**src/rtl/frame_line_scheduler.sv**
```systemverilog
// Frame sequencer: walks lines at base + n*stride, requests each line from the offset
// former and forwards its bursts as absolute DMA commands. Optional abort: FRAME_SCHED_ABORT_EN.
module frame_line_scheduler #(
    parameter int ADDR_W     = 32,
    parameter int DATA_W     = 64,
    parameter int LINE_CNT_W = 16
) (
    input  logic                  clk_i,
    input  logic                  rst_i,
    input  logic                  start_i,
    input  logic [ADDR_W-1:0]     base_addr_i,
    input  logic [ADDR_W-1:0]     stride_i,
    input  logic [ADDR_W-1:0]     line_size_i,
    input  logic [LINE_CNT_W-1:0] line_cnt_i,
`ifdef FRAME_SCHED_ABORT_EN
    input  logic                  abort_i,
    output logic                  aborted_o,
`endif
    output logic                  busy_o,
    output logic                  done_o,
    output logic                  new_line_o,
    output logic [ADDR_W-1:0]     line_size_o,
    input  logic [ADDR_W-1:0]     f_offset_i,
    input  logic [7:0]            f_burst_len_i,
    input  logic                  f_valid_i,
    input  logic                  f_last_i,
    output logic                  f_ready_o,
    output logic [ADDR_W-1:0]     cmd_addr_o,
    output logic [7:0]            cmd_len_o,
    output logic                  cmd_last_o,
    output logic                  cmd_valid_o,
    input  logic                  cmd_ready_i
);

    // Valid/ready: a transfer happens on any rising edge where valid && ready; a held
    // valid keeps its payload stable until accepted, on both the former and command side.

    if ((DATA_W < 8) || ((DATA_W & (DATA_W - 1)) != 0)) begin : g_bad_data_w
        $error("frame_line_scheduler: DATA_W must be a power of two >= 8");
    end

    typedef enum logic [1:0] {
        S_IDLE     = 2'd0,
        S_LINE_REQ = 2'd1,
        S_RUN      = 2'd2,
        S_DRAIN    = 2'd3
    } state_t;

    state_t                r_state;
    state_t                w_state_nxt;
    logic [ADDR_W-1:0]     r_line_base;
    logic [ADDR_W-1:0]     r_stride;
    logic [ADDR_W-1:0]     r_line_size;
    logic [LINE_CNT_W-1:0] r_remaining;
    logic [ADDR_W-1:0]     r_cmd_addr;
    logic [7:0]            r_cmd_len;
    logic                  r_cmd_last;
    logic                  r_cmd_valid;
    logic                  r_done;
    logic                  w_start_acc;
    logic                  w_f_ready;
    logic                  w_f_hs;
    logic                  w_exit;
    logic                  w_abort;
    logic                  w_last_line;

`ifdef FRAME_SCHED_ABORT_EN
    logic r_abort;
    logic r_aborted;

    assign w_abort   = r_abort || (abort_i && ((r_state == S_LINE_REQ) || (r_state == S_RUN)));
    assign aborted_o = r_aborted;

    always_ff @(posedge clk_i or posedge rst_i) begin
        if (rst_i) begin
            r_abort   <= 1'b0;
            r_aborted <= 1'b0;
        end else begin
            r_aborted <= w_exit && r_abort;
            if (w_start_acc) begin
                r_abort <= 1'b0;
            end else if (w_abort) begin
                r_abort <= 1'b1;
            end
        end
    end
`else
    assign w_abort = 1'b0;
`endif

    // An aborted frame finishes its current line and then treats it as the final one.
    assign w_last_line = (r_remaining == '0) || w_abort;

    always_comb begin
        w_state_nxt = r_state;
        w_start_acc = 1'b0;
        w_f_ready   = 1'b0;
        w_f_hs      = 1'b0;
        w_exit      = 1'b0;
        case (r_state)
            S_IDLE: begin
                // The done cycle is still part of the previous frame, so start waits.
                if (start_i && !r_done) begin
                    w_start_acc = 1'b1;
                    w_state_nxt = S_LINE_REQ;
                end
            end
            S_LINE_REQ: begin
                w_state_nxt = S_RUN;
            end
            S_RUN: begin
                w_f_ready = !r_cmd_valid || cmd_ready_i;
                w_f_hs    = f_valid_i && w_f_ready;
                if (w_f_hs && f_last_i) begin
                    w_state_nxt = w_last_line ? S_DRAIN : S_LINE_REQ;
                end
            end
            S_DRAIN: begin
                if (!r_cmd_valid || cmd_ready_i) begin
                    w_exit      = 1'b1;
                    w_state_nxt = S_IDLE;
                end
            end
            default: begin
                w_state_nxt = S_IDLE;
            end
        endcase
    end

    always_ff @(posedge clk_i or posedge rst_i) begin
        if (rst_i) begin
            r_state <= S_IDLE;
        end else begin
            r_state <= w_state_nxt;
        end
    end

    always_ff @(posedge clk_i or posedge rst_i) begin
        if (rst_i) begin
            r_line_base <= '0;
            r_stride    <= '0;
            r_line_size <= '0;
            r_remaining <= '0;
            r_cmd_addr  <= '0;
            r_cmd_len   <= '0;
            r_cmd_last  <= 1'b0;
            r_cmd_valid <= 1'b0;
            r_done      <= 1'b0;
        end else begin
            r_done <= w_exit;
            if (w_start_acc) begin
                r_line_base <= base_addr_i;
                r_stride    <= stride_i;
                r_line_size <= line_size_i;
                r_remaining <= line_cnt_i;
            end else if (w_f_hs && f_last_i && !w_last_line) begin
                r_line_base <= r_line_base + r_stride;
                r_remaining <= r_remaining - LINE_CNT_W'(1);
            end
            // A new load wins over a simultaneous accept of the previous command.
            if (w_f_hs) begin
                r_cmd_valid <= 1'b1;
                r_cmd_addr  <= r_line_base + f_offset_i;
                r_cmd_len   <= f_burst_len_i;
                r_cmd_last  <= f_last_i && w_last_line;
            end else if (cmd_ready_i) begin
                r_cmd_valid <= 1'b0;
            end
        end
    end

    assign busy_o      = (r_state != S_IDLE);
    assign done_o      = r_done;
    assign new_line_o  = (r_state == S_LINE_REQ);
    assign line_size_o = r_line_size;
    assign f_ready_o   = w_f_ready;
    assign cmd_addr_o  = r_cmd_addr;
    assign cmd_len_o   = r_cmd_len;
    assign cmd_last_o  = r_cmd_last;
    assign cmd_valid_o = r_cmd_valid;

endmodule

```
**config.mk**
```make
export PLATFORM = sky130hd
export DESIGN_NAME = frame_line_scheduler
export DESIGN_NICKNAME = d
export VERILOG_FILES = /design/src/rtl/frame_line_scheduler.sv
export SDC_FILE = /design/constraint.sdc
export NUM_CORES = 1
export LEC_CHECK = 0
export BUFFER_PORTS_ARGS = -buffer_cell sky130_fd_sc_hd__clkbuf_2
export CAP_MARGIN = 20
export CORE_MARGIN = 4
export CORE_UTILIZATION = 55
export DETAILED_ROUTE_END_ITERATION = 16
export MAX_ROUTING_LAYER = met4
export PLACE_DENSITY = 0.82
export RECOVER_POWER = 50
export SYNTH_ARGS = -nofsm -noshare
export SYNTH_HDL_FRONTEND = slang
export SYNTH_SLANG_ARGS = --single-unit
```
**constraint.sdc**
```tcl
create_clock -name clk_i -period 5.4 [get_ports clk_i]
set_input_delay 0.27 -clock clk_i [delete_from_list [all_inputs] [get_ports clk_i]]
set_output_delay 0.27 -clock clk_i [all_outputs]
set_load 0.02 [all_outputs]
```
==> impl_metrics.xml <==
<?xml version="1.0" encoding="UTF-8"?>
<metrics>
  <group name="critical_path">
    <metric name="reg2regPathDepth" unit="">10</metric>
    <metric name="r2r_end" unit="">r_remaining[15]</metric>
    <metric name="setup.reg_to_reg.worst_slack" unit="ps">2240</metric>
    <metric name="worstPathMaxFanout" unit="">104</metric>
    <metric name="timing.critical_path.arrival" unit="ps">3220</metric>
    <metric name="timing.critical_path.to_type" unit="">async pin</metric>
    <metric name="crit_required" unit="ps">5300</metric>
    <metric name="setup.worst_path.start_class" unit="">input port</metric>
    <metric name="critical_path.reg2reg.startpoint" unit="">r_remaining[0]</metric>
    <metric name="path_class" unit="">input port to async pin</metric>
  </group>
  <group name="synthesis">
    <metric name="synth-async-reset-ratio" unit="%">100</metric>
    <metric name="postSynthNetCount" unit="">1404</metric>
    <metric name="synthFlopType" unit="">dfrtp_1</metric>
    <metric name="ys_ff_latch" unit="">157</metric>
    <metric name="synthTopCellsByArea" unit="">dfrtp_1 40%, nand2_1 13%, ha_1 8.1%</metric>
    <metric name="synth-edff-count" unit="">0</metric>
    <metric name="synth.yosys.seq_area_share" unit="%">40.4</metric>
    <metric name="yosysWarnings" unit="">0</metric>
    <metric name="netlist-cell-type-count" unit="">65</metric>
    <metric name="syn-cell-area" unit="sq um">9720</metric>
    <metric name="post_synth.cell_area_avg" unit="sq um">8.23</metric>
    <metric name="netlist.top_cell.by_area" unit="">dfrtp_1</metric>
    <metric name="number_of_standard_cells_after_synthesis" unit="">1181</metric>
    <metric name="synth.top_cell.area_share" unit="%">40.4</metric>
  </group>
  <group name="clocking">
    <metric name="cts-resized-gates" unit="">0</metric>
    <metric name="clk_pin_slew_worst_paths" unit="ps">70</metric>
    <metric name="cts_root_buffer" unit="">clkbuf_16</metric>
    <metric name="h-tree-depth" unit="">4</metric>
    <metric name="cts_hold_buffers" unit="">0</metric>
    <metric name="cts_made_buffers" unit="">17</metric>
    <metric name="clk_latency" unit="ps">430</metric>
    <metric name="postCtsSetupRepairBufs" unit="">0</metric>
    <metric name="clock_path_buffers" unit="">2</metric>
    <metric name="cts_tree" unit="">done</metric>
    <metric name="numClockSinks" unit="">157</metric>
  </group>
  <group name="die">
    <metric name="core_area" unit="sq um">17300</metric>
    <metric name="dieWidth" unit="um">141</metric>
    <metric name="initial_core_util" unit="%">56.2</metric>
    <metric name="io_pins" unit="">236</metric>
    <metric name="row_count" unit="">48</metric>
    <metric name="die-area" unit="sq um">19900</metric>
    <metric name="die_y" unit="um">141</metric>
  </group>
  <group name="timing">
    <metric name="tightestPinTransition" unit="ps">2890</metric>
    <metric name="min_period" unit="ps">3320</metric>
    <metric name="max-slew-margin-rel" unit="%">-92.6</metric>
    <metric name="slew_viol_final" unit="">55</metric>
    <metric name="clock-skew-final" unit="ps">8.87</metric>
    <metric name="setup_viol" unit="">0</metric>
    <metric name="fmax" unit="GHz">0.301</metric>
    <metric name="finalCritPeriodShare" unit="%">61.5</metric>
    <metric name="grt_setup_unrepaired" unit="">no</metric>
    <metric name="report.final.hold_viol_count" unit="">0</metric>
    <metric name="final.setup.tns" unit="ps">0</metric>
  </group>
  <group name="job">
    <metric name="cap_violations" unit="">1</metric>
  </group>
  <group name="global_routing">
    <metric name="grt_start_max_net_pins" unit="">105</metric>
    <metric name="first_pass_grt_wire_length" unit="um">42400</metric>
    <metric name="grt_pass1_vias" unit="">8532</metric>
    <metric name="gr-usage-all-layers" unit="%">27.0</metric>
    <metric name="antenna_found_initial" unit="">0</metric>
    <metric name="grt.overflow.total" unit="">0</metric>
  </group>
  <group name="layout">
    <metric name="final_common_cell" unit="">nand2_1</metric>
    <metric name="final_core_util" unit="%">66.5</metric>
    <metric name="diodes_inserted" unit="">0</metric>
    <metric name="layout.cells.most_common_list" unit="">348 x nand2_1, 158 x clkbuf_2, 157 x dfrtp_1</metric>
    <metric name="drive_gt1_share" unit="%">15.3</metric>
    <metric name="area.growth.synth_to_final" unit="%">18.3</metric>
    <metric name="layout.nets" unit="">1603</metric>
    <metric name="stdcell_area" unit="sq um">11500</metric>
  </group>
  <group name="worst_hold_path">
    <metric name="hold_start" unit="">line_size_i[23]</metric>
    <metric name="whs_endpoint" unit="">line_size_o[23]</metric>
    <metric name="hp-class" unit="">input port to flop</metric>
    <metric name="holdPathStages" unit="">3</metric>
  </group>
  <group name="run_status">
    <metric name="outcome" unit="">complete, but fails checks</metric>
    <metric name="failed_checks" unit="">max-capacitance violations, max-slew violations</metric>
  </group>
  <group name="placed_design">
    <metric name="dp_area" unit="sq um">11000</metric>
    <metric name="hpwlAfterDp" unit="um">19500</metric>
    <metric name="place.port_buffers" unit="">235</metric>
    <metric name="gp_congestion" unit="">0.979</metric>
  </group>
  <group name="detailed_routing">
    <metric name="drt.antenna.violating_nets" unit="">0</metric>
    <metric name="detail_route.iter0.violations" unit="">647</metric>
    <metric name="post_detailed_routing_wire_length" unit="um">26100</metric>
    <metric name="first_pass_iters" unit="">7</metric>
    <metric name="route.vias.total" unit="">9058</metric>
    <metric name="vias_per_cell" unit="">5.60</metric>
    <metric name="post-route-drc-count" unit="">0</metric>
    <metric name="wl_per_cell" unit="um">16.1</metric>
  </group>
  <group name="power_and_ir_drop">
    <metric name="total_leakage_power" unit="nW">5.60</metric>
    <metric name="fin_total_pwr" unit="mW">8.06</metric>
    <metric name="vdd.ir_drop.worst" unit="mV">0.328</metric>
    <metric name="power_per_cell_area" unit="nW/um^2">701</metric>
  </group>
</metrics>
## flip-flops by register name, indices dropped and copies added, names as in the netlist
register and flops:
cmd_addr_o 32, line_size_o 32, r_line_base 32, r_stride 32
r_remaining 16, cmd_len_o 8, r_state 2, cmd_last_o 1
cmd_valid_o 1, done_o 1
## layout make-up
class / count / area [sq um]
Multi-Input combinational cell: 948 / 5500
Clock inverter: 12 / 163
Fill cell: 1511 / 5800
Tap cell: 225 / 282
Sequential cell: 157 / 3930
Clock buffer: 19 / 453
Timing Repair Buffer: 239 / 1110
Inverter: 17 / 68.8
## per-layer routing
metal | share of wire [%] | wire length [um] | global-route usage [%] | up-vias
met4 | 2.0 | 510 | 8.31 | 0
met3 | 8.2 | 2140 | 4.34 | 44
met5 | 0 | 0 | - | -
li1 | - | - | - | 4514
met2 | 44 | 11400 | 40.1 | 368
met1 | 46 | 12000 | 38.3 | 4132
## synth_stat cells, types with 6 or more instances
cell      number
xnor2_1       31
nor2_1        56
a31oi_1       15
inv_1         17
a21oi_1       81
nor3_1        17
o22ai_1        6
nand3_1       15
and2_1         7
o21a_1         9
dfrtp_1      157
xor2_1        31
o21ai_0       95
a211oi_1      17
o21ai_1        6
nand4_1       12
buf_2          8
ha_1          63
nand2_1      349
clkbuf_1      50
o21bai_1       8
and3_1        13
nor2b_1        6
o211ai_1       8
a21o_1        21
## logic make-up (layout without fill, tap and decap cells)
logic type | count (synthesis) | count (layout) | share of synthesized area [%]
AO/OA/AOI/OAI | 306 | 306 | 19.2
XOR/XNOR | 62 | 62 | 5.59
adder cells (fa/ha/maj) | 65 | 65 | 8.52
buffers and inverters | 76 | 287 | 3.11
flip-flops | 157 | 157 | 40.4
multiplexers | 3 | 3 | 0.322
AND/OR/NAND/NOR | 512 | 512 | 22.8
## worst max-delay path, stage by stage
cell,delay (ps)
clkbuf_1,120
inv_6,660
clkbuf_1,2090
## per-stage QoR
step,setup WS [ps],hold WS [ps],std cells
6_report,2080,23.3,1617
3_3_place_gp,2450,455,1586
4_1_cts,2270,7.71,1617
5_1_grt,1220,23.9,1617
3_5_place_dp,2360,462,1586
2_1_floorplan,895,375,1181
## where the power goes
| part | switching (mW) | internal (mW) | leakage (nW) | total (mW) |
|---|---|---|---|---|
| registers | 0.452 | 1.74 | 1.94 | 2.19 |
| clock network | 0.502 | 0.754 | 0.296 | 1.26 |
| logic | 2.88 | 1.73 | 3.37 | 4.61 |
## worst max-delay path by stage
stage,slack (ps),cells past startpoint,from,endpoint
3_5_place_dp,2360,10,r_remaining[0],r_remaining[15]
3_3_place_gp,2450,8,r_remaining[8],r_remaining[6]
4_1_cts,2270,10,r_remaining[0],r_remaining[15]
6_report,2080,3,rst_i,cmd_addr_o[13]
5_1_grt,1220,3,rst_i,r_line_base[13]
2_1_floorplan,900,1,rst_i,cmd_addr_o[0]
(Power assumes the default switching activity.)
